`src/rtl/cmd_rsp_read.sv`:
```
// SD CMD-line response receiver: waits for the card's start bit (Ncr timeout),
// deserialises an R1/R3/R6/R7 (48-bit) or R2 (136-bit) frame and checks it.
module cmd_rsp_read #(
  parameter int unsigned TimeoutCycles = 64
) (
  input  logic         sd_freq_clk_i,
  input  logic         rst_ni,
  input  logic         cmd_i,
  input  logic         start_listen_i,
  input  logic         long_rsp_i,
  input  logic         check_crc_i,
  input  logic         check_index_i,
  input  logic [5:0]   cmd_nr_i,
  output logic [119:0] rsp_o,
  output logic         rsp_done_o,
  output logic         busy_o,
  output logic         timeout_err_o,
  output logic         crc_err_o,
  output logic         end_bit_err_o,
  output logic         index_err_o
);

  localparam int unsigned TW = $clog2(TimeoutCycles + 1);

  typedef enum logic [1:0] {
    IDLE,
    WAIT_START,
    RECEIVE,
    DONE
  } state_e;

  state_e         state_q, state_d;
  logic [TW-1:0]  tmo_cnt_q, tmo_cnt_d;
  logic [7:0]     bit_cnt_q, bit_cnt_d;
  logic           long_q, long_d;
  logic           chk_crc_q, chk_crc_d;
  logic           chk_idx_q, chk_idx_d;
  logic [5:0]     cmd_nr_q, cmd_nr_d;
  logic [6:0]     crc_q, crc_d;
  logic [6:0]     crc_rx_q, crc_rx_d;
  logic [5:0]     idx_q, idx_d;
  logic           tx_q, tx_d;
  logic [119:0]   rsp_q, rsp_d;
  logic           tmo_err_q, tmo_err_d;
  logic           crc_err_q, crc_err_d;
  logic           eb_err_q, eb_err_d;
  logic           idx_err_q, idx_err_d;

  logic [7:0] last_idx;
  logic [7:0] bit_idx;
  logic [7:0] crc_top;
  logic [7:0] rsp_top;
  logic [7:0] tx_idx;
  logic       crc_fb;
  logic [6:0] crc_next;

  // Frame bit index counts down from N-1; the start bit is consumed in WAIT_START.
  always_comb begin
    last_idx = long_q ? 8'd135 : 8'd47;
    bit_idx  = last_idx - bit_cnt_q;
    crc_top  = long_q ? 8'd127 : 8'd46;
    rsp_top  = long_q ? 8'd127 : 8'd39;
    tx_idx   = long_q ? 8'd134 : 8'd46;
    crc_fb   = cmd_i ^ crc_q[6];
    crc_next = {crc_q[5:0], 1'b0} ^ (crc_fb ? 7'h09 : 7'h00);
  end

  always_comb begin
    state_d   = state_q;
    tmo_cnt_d = tmo_cnt_q;
    bit_cnt_d = bit_cnt_q;
    long_d    = long_q;
    chk_crc_d = chk_crc_q;
    chk_idx_d = chk_idx_q;
    cmd_nr_d  = cmd_nr_q;
    crc_d     = crc_q;
    crc_rx_d  = crc_rx_q;
    idx_d     = idx_q;
    tx_d      = tx_q;
    rsp_d     = rsp_q;
    tmo_err_d = tmo_err_q;
    crc_err_d = crc_err_q;
    eb_err_d  = eb_err_q;
    idx_err_d = idx_err_q;

    unique case (state_q)
      IDLE: begin
        if (start_listen_i) begin
          state_d   = WAIT_START;
          long_d    = long_rsp_i;
          chk_crc_d = check_crc_i;
          chk_idx_d = check_index_i;
          cmd_nr_d  = cmd_nr_i;
          tmo_cnt_d = '0;
          bit_cnt_d = '0;
          crc_d     = '0;
          crc_rx_d  = '0;
          idx_d     = '0;
          tx_d      = 1'b0;
          rsp_d     = '0;
          tmo_err_d = 1'b0;
          crc_err_d = 1'b0;
          eb_err_d  = 1'b0;
          idx_err_d = 1'b0;
        end
      end

      WAIT_START: begin
        // A low sample always wins, even on the cycle the timeout would expire.
        if (!cmd_i) begin
          state_d   = RECEIVE;
          bit_cnt_d = 8'd1;
        end else begin
          tmo_cnt_d = tmo_cnt_q + TW'(1);
          if (tmo_cnt_q == TW'(TimeoutCycles - 1)) begin
            tmo_err_d = 1'b1;
            state_d   = DONE;
          end
        end
      end

      RECEIVE: begin
        bit_cnt_d = bit_cnt_q + 8'd1;
        if (bit_idx >= 8'd8 && bit_idx <= crc_top) begin
          crc_d = crc_next;
        end
        if (bit_idx >= 8'd1 && bit_idx <= 8'd7) begin
          crc_rx_d = {crc_rx_q[5:0], cmd_i};
        end
        if (!long_q && bit_idx >= 8'd40 && bit_idx <= 8'd45) begin
          idx_d = {idx_q[4:0], cmd_i};
        end
        if (bit_idx == tx_idx) begin
          tx_d = cmd_i;
        end
        if (bit_idx >= 8'd8 && bit_idx <= rsp_top) begin
          rsp_d = {rsp_q[118:0], cmd_i};
        end
        if (bit_cnt_q == last_idx) begin
          state_d   = DONE;
          crc_err_d = chk_crc_q && (crc_rx_q != crc_q);
          eb_err_d  = !cmd_i || tx_q;
          idx_err_d = chk_idx_q && !long_q && (idx_q != cmd_nr_q);
        end
      end

      DONE: begin
        state_d = IDLE;
      end

      default: state_d = IDLE;
    endcase
  end

  always_ff @(posedge sd_freq_clk_i or negedge rst_ni) begin
    if (!rst_ni) begin
      state_q   <= IDLE;
      tmo_cnt_q <= '0;
      bit_cnt_q <= '0;
      long_q    <= 1'b0;
      chk_crc_q <= 1'b0;
      chk_idx_q <= 1'b0;
      cmd_nr_q  <= '0;
      crc_q     <= '0;
      crc_rx_q  <= '0;
      idx_q     <= '0;
      tx_q      <= 1'b0;
      rsp_q     <= '0;
      tmo_err_q <= 1'b0;
      crc_err_q <= 1'b0;
      eb_err_q  <= 1'b0;
      idx_err_q <= 1'b0;
    end else begin
      state_q   <= state_d;
      tmo_cnt_q <= tmo_cnt_d;
      bit_cnt_q <= bit_cnt_d;
      long_q    <= long_d;
      chk_crc_q <= chk_crc_d;
      chk_idx_q <= chk_idx_d;
      cmd_nr_q  <= cmd_nr_d;
      crc_q     <= crc_d;
      crc_rx_q  <= crc_rx_d;
      idx_q     <= idx_d;
      tx_q      <= tx_d;
      rsp_q     <= rsp_d;
      tmo_err_q <= tmo_err_d;
      crc_err_q <= crc_err_d;
      eb_err_q  <= eb_err_d;
      idx_err_q <= idx_err_d;
    end
  end

  assign rsp_o         = rsp_q;
  assign rsp_done_o    = (state_q == DONE);
  assign busy_o        = (state_q != IDLE);
  assign timeout_err_o = tmo_err_q;
  assign crc_err_o     = crc_err_q;
  assign end_bit_err_o = eb_err_q;
  assign index_err_o   = idx_err_q;

endmodule

```
`config.mk`:
```
export PLATFORM = sky130hd
export DESIGN_NAME = cmd_rsp_read
export DESIGN_NICKNAME = d
export VERILOG_FILES = /design/src/rtl/cmd_rsp_read.sv
export SDC_FILE = /design/constraint.sdc
export NUM_CORES = 1
export LEC_CHECK = 0
export BUFFER_PORTS_ARGS = -buffer_cell sky130_fd_sc_hd__buf_2
export CAP_MARGIN = 10
export CORE_MARGIN = 4
export CORE_UTILIZATION = 55
export CTS_BUF_LIST = sky130_fd_sc_hd__clkbuf_4
export CTS_CLUSTER_DIAMETER = 30
export DETAILED_ROUTE_END_ITERATION = 8
export GPL_TIMING_DRIVEN = 0
export PLACE_DENSITY = 0.78
export SLEW_MARGIN = 10
export SYNTH_ARGS = -nofsm -noshare
export SYNTH_HDL_FRONTEND = slang
export SYNTH_SLANG_ARGS = --single-unit
```
`constraint.sdc`:
```
create_clock -name sd_freq_clk_i -period 8.4 [get_ports sd_freq_clk_i]
set_clock_uncertainty 0.15 [all_clocks]
set_input_delay 0.42 -clock sd_freq_clk_i [delete_from_list [all_inputs] [get_ports sd_freq_clk_i]]
set_output_delay 0.42 -clock sd_freq_clk_i [all_outputs]
set_load 0.005 [all_outputs]
```
==> run metrics <==
reg2reg end rsp_o[15]$_DFFE_PN0P_; Most Crowded Layer GR met1; Fin. Hold Viols 0; FF-to-FF path depth 12; Core Region approximately 0.016 sq mm; clk sinks roughly 170; first-pass GRT wire length about 38 mm; initial antenna violation count 0; total wire length about 23 mm; worst setup margin about 4.6 ns; flop-to-flop setup slack 4.58 ns; Filler cells between 1000 and 1500; area leader, netlist dfrtp_1; Routed Antenna Nets 0; Worst-Margin Slew between 0.7 and 0.8 ns; Final Setup Violations 0; placed instance count about 1400; syn_nets 1025; Slew headroom roughly half; Yosys top cell area share 46.9%; Root Buffer clkbuf_4; I/O Pins 139; worst endpoint required time a little under 9 ns; row cnt 46; Final period util between 40% and 50%; DR iter-0 viols 690; die width between 100 and 150 um; Worst-Skew Late Latency between 0.5 and 0.6 ns; total track usage 25.1%; Leakage about 5 nW; Final GP Congestion 0.908; register bit total from synthesis ~170; mapped cell area 0.00912 sq mm; drt via density roughly 6; die height approximately 140 um; top area cells in the synthesized netlist dfrtp_1, a221o_1, a21oi_1; crit path DAT a little over 4 ns; synth-to-layout area growth 14.7%; drt wl/cell 16.6 um; worst IR drop on VDD approximately 0.00025 V; post-synth cell types 56; synth warn 0; Fin Setup TNS 0 ns; Post-synth EDFFs 0; crit path buf inv count 4; CP top delay family compound AO/OA/AOI/OAI gates; Worst setup EP type flip-flop; vias between 8000 and 9000; Slowest cell on crit path dfrtp_1; number of diodes 0; HPWL after DPL between 15 and 20 mm; Initial Utilization 56.8%; worst r2r src long_q$_DFFE_PN0P_; Hold Startpoint cmd_i; DRT Pass-1 Iters 6; Worst Hold End crc_rx_q[0]$_DFFE_PN0P_; status finished clean; final slew viol count 0; cts repair resizes 0; met1 Use GR ~38%; PortBufs around 140; fmax 262 MHz; met3 Use GR approximately 4.8%; fin nets ~1200; full die area around 0.019 sq mm; Most used DFF post-synth dfrtp_1; Post-synth ARST share between 90% and 100%; Tmin final roughly 3.8 ns; H-tree depth 4; pwr dens between 200 and 300 mW/mm^2; number of global-route vias before repair ~7700; met2 Track Usage GR between 30 and 40%; Worst Setup Start Kind flip-flop; post-synthesis sequential area ratio a little under half; clock buffer depth 2; Commonest cells post-synth dfrtp_1, nand2_1, nor2_1; most common cell in the netlist dfrtp_1; most used cell, CP ha_1; CTS tree built; DP Worst Slack roughly 4.6 ns; worst hold stages 3; Syn Inst Count 997; total CTS buffers 17; Crit Path Category reg -> reg; layout cells sized above 1 18.8%; Slowest Stage Delay on Critical Path just over 0.4 ns; Mean Syn Cell Area 9.15 sq um; # DRC 0; GRT Residual Overflow 0; worst hold path class in -> reg; non-filler instance count after layout 1393; RSZ-0062 raised after global routing no; CP Max Fanout 10; CTS clock-pin slew for the worst setup and hold paths 0.15 ns; largest net degree at the start of global routing around 100; maxcap violations 0; critical-path cell list buf_2 -> inv_1 -> ha_1 -> nor3b_2 -> o211ai_2 -> ha_1 -> a41oi_1 -> o2bb2ai_2 -> buf_4 -> clkbuf_1 -> a21oi_1 -> a221o_1
[worst register-to-register path: cells and delay by family, from the launching register on]
family	cells	cell delay, ns
compound gates	5	1.21
fa+ha+maj	2	0.72
flops	1	0.41
simple gates	1	0.20
buf+inv	4	1.02
[sequential cells by signal, summed over array words and instances (netlist names), 2 cells and up]
| signal | count |
|---|---|
| idx_q | 6 |
| cmd_nr_q | 6 |
| crc_q | 7 |
| crc_rx_q | 7 |
| rsp_o | 120 |
| tmo_cnt_q | 7 |
| state_q | 2 |
| bit_cnt_q | 8 |
[power by group]
| group | total (W) | internal [W] | switching [W] | leakage, nW |
|---|---|---|---|---|
| Combinational | 0.00169 | 0.000442 | 0.00125 | 2.53 |
| Sequential | 0.000963 | 0.000894 | 0.0000691 | 2.36 |
| Clock | 0.000438 | 0.000154 | 0.000283 | 0.128 |
[placed cells by master, fill, tap and decap left out, drive strengths merged, types with 3 or more instances in the layout]
master and n:
o31ai 3, xor2 11, a221o 126, xnor2 15, and2 3, a31oi 6
dfrtp 171, nor2b 4, buf 172, nand4 5, clkbuf 80, ha 15
a22o 9, o21ai 16, nand3 11, and3 3, mux2 13, mux2i 9
a21oi 130, nor4 3, nor2 144, dlygate4sd3 10, nor3 8, clkinv 5
inv 25, nand2 149, clkinvlp 4
[cells by family after synthesis]
kind of cell | count (synthesis) | share of synthesized area, %
AND/OR/NAND/NOR | 343 | 15.6
multiplexers | 22 | 2.59
flip-flops | 171 | 46.9
buffers and inverters | 117 | 5.36
AO/OA/AOI/OAI | 303 | 24.9
XOR/XNOR | 26 | 2.58
adder cells (fa/ha/maj) | 15 | 2.06
[metrics by stage]
stage	power [W]	cell area, sq um	utilization [%]	hold WS [ns]
3_3_place_gp	0.00262	10100	62.7	0.347
5_1_grt	0.00331	10500	65.2	0.171
4_1_cts	0.00308	10500	65.2	0.149
2_1_floorplan	0.00215	9120	-	-0.0256
6_report	0.00309	10500	65.2	0.189
3_5_place_dp	0.00264	10100	63.0	0.349
[repair_timing]
item / CTS / global route
hold buffers: 10 / 0
hold endpoints to repair: 110 / 0
buffers inserted: 0 / 0
[how the worst max path moves through the flow]
stage	startpoint	slack, ns	endpoint	depth (start not counted)
floorplan	long_q$_DFFE_PN0P_	5.22	rsp_o[58]$_DFFE_PN0P_	12
global placement	rst_ni	4.07	rsp_o[42]$_DFFE_PN0P_	1
detailed placement	long_q$_DFFE_PN0P_	4.63	rsp_o[17]$_DFFE_PN0P_	12
CTS	long_q$_DFFE_PN0P_	4.59	rsp_o[15]$_DFFE_PN0P_	12
global route	long_q$_DFFE_PN0P_	4.33	rsp_o[5]$_DFFE_PN0P_	12
finish	long_q$_DFFE_PN0P_	4.58	rsp_o[15]$_DFFE_PN0P_	12
[layer usage]
metal  up-vias  share of wire (%)
li1       3960                  -
met1      4106                 47
met2       299                 45
met3        33                6.7
met4         0                1.8
met5         -                  0
[cell type report]
type / count / area [sq um] / area share, %
buffer: 94 / 403 / 3.85
clock buffer: 20 / 150 / 1.44
clock inverter: 12 / 98.8 / 0.945
inverter: 23 / 86.3 / 0.825
multi-input combinational: 709 / 4350 / 41.6
sequential: 171 / 4280 / 40.9
tap: 216 / 270 / 2.58
timing repair buffer: 148 / 823 / 7.87
(Power assumes the default switching activity.)
